`config.mk`:
```
export PLATFORM = sky130hd
export DESIGN_NAME = adc_sample_source
export DESIGN_NICKNAME = d
export VERILOG_FILES = /design/src/rtl/rms_pkg.sv /design/src/rtl/sclk_tick_gen.sv /design/src/rtl/adc_sample_source.sv
export SDC_FILE = /design/constraint.sdc
export NUM_CORES = 1
export LEC_CHECK = 0
export CAP_MARGIN = 20
export CORE_MARGIN = 4
export CORE_UTILIZATION = 42
export CTS_CLUSTER_DIAMETER = 100
export DETAILED_ROUTE_END_ITERATION = 12
export GPL_TIMING_DRIVEN = 1
export SLEW_MARGIN = 10
export SYNTH_ARGS = -nofsm -noshare
export SYNTH_HDL_FRONTEND = slang
export SYNTH_SLANG_ARGS = --single-unit
```
`constraint.sdc`:
```
create_clock -name clk -period 1.9 [get_ports clk]
set_input_delay 0.19 -clock clk [delete_from_list [all_inputs] [get_ports clk]]
set_output_delay 0.19 -clock clk [all_outputs]
set_load 0.01 [all_outputs]
```
`src/rtl/rms_pkg.sv`:
```
// Shared constants and FSM state type for the ADC sample source and its consumers.
package rms_pkg;

  localparam int unsigned SAMPLE_W   = 12;
  localparam int unsigned FRAME_BITS = 16;
  localparam int unsigned LEAD_BITS  = 4;

  typedef enum logic [2:0] {
    IDLE,
    CS_SETUP,
    SHIFT,
    DONE,
    QUIET
  } state_t;

endpackage

```
`src/rtl/sclk_tick_gen.sv`:
```
// Half-period tick for adc_sclk: pulses on the last clk cycle of every CLK_DIV-cycle phase while enabled.
module sclk_tick_gen #(
  parameter int unsigned CLK_DIV = 4
) (
  input  logic clk,
  input  logic rst,
  input  logic en,
  output logic tick
);

  localparam logic [7:0] LAST = 8'(CLK_DIV - 1);

  logic [7:0] cnt;

  always_ff @(posedge clk) begin
    if (rst || !en) begin
      cnt <= '0;
    end else if (cnt == LAST) begin
      cnt <= '0;
    end else begin
      cnt <= cnt + 8'd1;
    end
  end

  assign tick = en && (cnt == LAST);

endmodule

```
`src/rtl/adc_sample_source.sv`:
```
// SPI-style ADC reader: frames 16-bit conversions, delivers the low 12 bits and marks WINDOW_N windows.
// Optional ADC_SAMPLE_SOURCE_OFFSET_EN removes mid-scale, giving two's-complement samples.
module adc_sample_source
  import rms_pkg::*;
#(
  parameter int unsigned CLK_DIV   = 4,
  parameter int unsigned QUIET_CYC = 8,
  parameter int unsigned WINDOW_N  = 8
) (
  input  logic                clk,
  input  logic                rst,
  input  logic                start,
  input  logic                adc_miso,
  output logic                adc_cs_n,
  output logic                adc_sclk,
  output logic [SAMPLE_W-1:0] serial_in,
  output logic                sample_valid,
  output logic                window_last,
  output logic                busy
);

  localparam int unsigned      WIN_W      = $clog2(WINDOW_N) + 1;
  localparam logic [WIN_W-1:0] WIN_LAST   = WIN_W'(WINDOW_N - 1);
  localparam logic [4:0]       HALF_LAST  = 5'(2 * FRAME_BITS - 1);
  localparam logic [7:0]       QUIET_LAST = 8'(QUIET_CYC - 1);

  state_t                  state, state_nxt;
  logic                    tick, tick_en;
  logic [4:0]              half_cnt;
  logic [7:0]              quiet_cnt;
  logic [FRAME_BITS-1:0]   shift_q;
  logic [WIN_W-1:0]        win_cnt;
  logic [SAMPLE_W-1:0]     sample_nxt;
  logic                    unused_lead_bits;

  assign tick_en = (state == CS_SETUP) || (state == SHIFT);

  sclk_tick_gen #(.CLK_DIV(CLK_DIV)) u_tick (
    .clk  (clk),
    .rst  (rst),
    .en   (tick_en),
    .tick (tick)
  );

  always_ff @(posedge clk) begin
    if (rst) state <= IDLE;
    else     state <= state_nxt;
  end

  always_comb begin
    state_nxt = state;
    unique case (state)
      IDLE:     if (start) state_nxt = CS_SETUP;
      CS_SETUP: if (tick) state_nxt = SHIFT;
      SHIFT:    if (tick && (half_cnt == HALF_LAST)) state_nxt = DONE;
      DONE:     state_nxt = QUIET;
      QUIET:    if (quiet_cnt == QUIET_LAST) state_nxt = start ? CS_SETUP : IDLE;
      default:  state_nxt = IDLE;
    endcase
  end

  // Even half-phases of SHIFT are the sclk-low halves.
  assign adc_cs_n = !tick_en;
  assign adc_sclk = !((state == SHIFT) && !half_cnt[0]);

  assign unused_lead_bits = ^shift_q[FRAME_BITS-1:FRAME_BITS-LEAD_BITS];

`ifdef ADC_SAMPLE_SOURCE_OFFSET_EN
  assign sample_nxt = shift_q[FRAME_BITS-LEAD_BITS-1:0] - 12'd2048;
`else
  assign sample_nxt = shift_q[FRAME_BITS-LEAD_BITS-1:0];
`endif

  always_ff @(posedge clk) begin
    if (rst) begin
      half_cnt     <= '0;
      quiet_cnt    <= '0;
      shift_q      <= '0;
      serial_in    <= '0;
      sample_valid <= 1'b0;
      window_last  <= 1'b0;
      win_cnt      <= '0;
      busy         <= 1'b0;
    end else begin
      busy         <= (state != IDLE);
      sample_valid <= 1'b0;
      window_last  <= 1'b0;

      if (state != SHIFT) half_cnt <= '0;
      else if (tick)      half_cnt <= half_cnt + 5'd1;

      // Capture on the final cycle of each low phase, just before sclk rises.
      if ((state == SHIFT) && tick && !half_cnt[0])
        shift_q <= {shift_q[FRAME_BITS-2:0], adc_miso};

      if (state != QUIET) quiet_cnt <= '0;
      else                quiet_cnt <= quiet_cnt + 8'd1;

      if (state == DONE) begin
        serial_in    <= sample_nxt;
        sample_valid <= 1'b1;
        if (win_cnt == WIN_LAST) begin
          win_cnt     <= '0;
          window_last <= 1'b1;
        end else begin
          win_cnt <= win_cnt + WIN_W'(1);
        end
      end
    end
  end

endmodule

```
==> metrics.md <==
| Metric | Value |
|---|---|
| Drt first pass iters | 4 |
| Clock Skews | 0.0140 ns |
| Max-slew violations | 0 |
| Total Routing Usage GR | 13.0% |
| XOR/XNOR Fraction of Synth Area | 5.97% |
| Share of total power in the clock network | 35.1% |
| Comb pwr share | 8.4% |
| Vias/cell | 4.90 |
| Slowest stage delay, CP | 0.54 ns |
| Yosys warning total | 0 |
| Setup CP Type | reg -> out |
| Total Die Area | 6460 um2 |
| Power density cells | 814 nW/um2 |
| Final WS setup | 0.0743 ns |
| Total number of vias | 1,611 |
| Worst-margin pin slew | 0.380 ns |
| VDD IR max | 0.456 mV |
| Clock Latency Late Sink | 0.30 ns |
| Die width | 80.4 um |
| Antenna Cells | 0 |
| Sw Share | 22.1% |
| Synth Net Count | 245 |
| Routability Congestion | 0.726 |
| First-pass GRT wire length | 6580 um |
| Nature of the critical path startpoint | register |
| CP Capture Type | output pin |
| #FFs+latches synth | 55 |
| GR Overflow Total | 0 |
| Clk buf depth | 2 |
| Fmax | 548 MHz |
| Clock transition at path regs | 0.08 ns |
| Worst Hold Class | reg -> reg |
| Largest family of logic cells by synthesized area | simple AND/OR/NAND/NOR gates |
| Status | completed |
| # IOs | 21 |
| Fin crit share | 96.1% |
| Compound-Gate Fraction of Synth Area | 5.97% |
| Starting Density | 43.1% |
| Area of the mapped netlist | 2200 um2 |
| Initial antenna violation count | 0 |
| Core Box Area | 5110 um2 |
| MaxCap Viol Count | 0 |
| Dpl ws | 0.215 ns |
| CTS tree | built |
| WP buf/inv | 1 |
| Largest net degree at the start of global routing | 38 |
| Synth Area in Simple Gates | 24.5% |
| FILL cells | 534 |
| Sequential share of power | 56.5% |
| Critical path fanouts, max | 7 |
| Worst path top cell family by delay | buffers and inverters |
| Row Count | 26 |
| Internal | 1.64 mW |
| Critical path's slowest cell | clkdlybuf4s50_1 |
| Final #Nets | 268 |
| Synth cell types | 40 |
| Initial drt markers | 53 |
| P_sw | 467 uW |
| Storage cell area | 1100 um2 |
| Endpoints failing setup | 0 |
| Die height | 80.4 um |
| Final hold vios | 0 |
| Cells along the critical path | xnor2_1 > or2_2 > clkdlybuf4s50_1 |
| Port Buffer Count | 20 |
| Count of clock tree sinks | 55 |
| Min Hold Slack | 0.444 ns |
| Syn Area/Cell | 9.33 um2 |
| DP HPWL | 2650 um |
| Drt wl/cell | 11.6 um |
| Cells after Synth | 236 |
| Main flop type after synthesis | dfxtp_1 |
| Root Buffer Master | clkbuf_8 |
| H-Tree Depth | 2 |
| Multi-input combinational cell area | 1020 um2 |
| Synth Area in Adders | 2.84% |
| Register area share after synthesis | 50.0% |
| Async S/R FF share, synth | 0% |
| # hold bufs at CTS | 0 |
| Relative slew slack | 74.7% |
| Post-synthesis mux area share | 6.88% |
| Post-route ant nets | 0 |
| Area grow syn2layout | 17.9% |
| Setup bufs post-CTS | 0 |
| CTS buffer count | 5 |
| DRC violations left | 0 |
| Layout cell share with drive strength beyond 1 | 8.88% |
| Total Wirelength | 3820 um |
| Number of synthesized flops with an enable pin | 0 |
| Required @ worst endpoint | 1.71 ns |
| Worst EP arrival | 1.64 ns |
| Leak Pwr | 1.03 nW |
| Minimum clock period | 1.83 ns |
| Vias in the first global route | 1,513 |
flip-flops by register name, summed over array words and instances (netlist names):
name	count
busy	1
half_cnt	5
quiet_cnt	8
sample_valid	1
serial_in	12
shift_q	12
state	3
u_tick.cnt	8
win_cnt	4
window_last	1
per-stage QoR:
stage	total power [mW]	std cells	utilization, %	instance area, um2	setup TNS, ns
finish	2.11	329	50.8	2590	0
global placement	1.40	322	48.8	2490	0
floorplan	1.33	236	-	2200	0
detailed placement	1.40	322	48.8	2490	0
CTS	2.14	329	50.8	2590	0
global route	2.22	329	50.8	2590	-0.0172
layout by cell type, fill, tap and decap left out, types with 2 or more instances in the layout:
cell type        netlist  final
dfxtp_2                0      2
a21oi_1               16     16
or3_1                  2      2
mux2i_1               14     14
and3_1                 5      5
xnor2_1                7      7
buf_4                  1     10
nand3_1                6      6
inv_1                  3      3
nand4_1                3      3
ha_1                   5      5
nor3_1                 3      3
clkdlybuf4s50_1        0     19
clkbuf_8               0      5
dfxtp_1               55     53
nor2_1                38     38
xor2_1                 8      8
or4b_1                 2      2
nand2_1               34     34
kinds of logic (layout without fill, tap and decap cells):
family	Yosys count	after routing
AO/OA/AOI/OAI	22	22
multiplexers	15	15
XOR/XNOR	15	15
AND/OR/NAND/NOR	107	107
buffers and inverters	17	40
adder cells (fa/ha/maj)	5	5
flip-flops	55	55
synthesized netlist by cell type (2+ instances only):
cell type,instances,area share [%]
dfxtp_1,55,50
nor2_1,38,6.5
nand2_1,34,5.8
a21oi_1,16,3.6
mux2i_1,14,6.4
clkbuf_1,10,1.7
xor2_1,8,3.2
xnor2_1,7,2.8
nand3_1,6,1.4
and3_1,5,1.4
ha_1,5,2.8
inv_1,3,0.51
nand4_1,3,0.85
nor3_1,3,0.68
buf_6,2,1.0
or3_1,2,0.57
or4b_1,2,0.91
worst paths after layout:
check / from / to / slack (ns) / depth (start not counted)
max: state[0] / adc_cs_n / 0.07 / 3
min: quiet_cnt[0] / quiet_cnt[0] / 0.44 / 1
max reg2reg: half_cnt[0] / state[0] / 0.19 / 7
min reg2reg: quiet_cnt[0] / quiet_cnt[0] / 0.44 / 1
cell type report:
type	instances	share of cell area, %
Multi-Input combinational cell	164	39.2
Clock buffer	6	2.80
Sequential cell	55	42.5
Timing Repair Buffer	30	10.6
Inverter	3	0.434
Tap cell	70	3.38
Clock inverter	1	1.16
routing by layer:
metal / track usage, % / vias up / wire, um
met2: 21.3 / 15 / 1710
met1: 15.6 / 755 / 1920
li1: - / 835 / -
met5: 0 / - / 0
met4: 5.07 / 0 / 65
met3: 4.26 / 6 / 130
what timing repair did:
action,in CTS,in global routing
gates resized for setup,2,1
pin swaps,0,0
endpoints found under the setup margin,1,1
power groups by stage:
stage | combinational, mW | sequential, mW | clock [mW]
after floorplan | 0.119 | 1.21 | 0
after global placement | 0.182 | 1.22 | 0
after detailed placement | 0.180 | 1.22 | 0
after CTS | 0.179 | 1.19 | 0.773
after global routing | 0.194 | 1.20 | 0.827
final | 0.176 | 1.19 | 0.742
(Power assumes the default switching activity.)
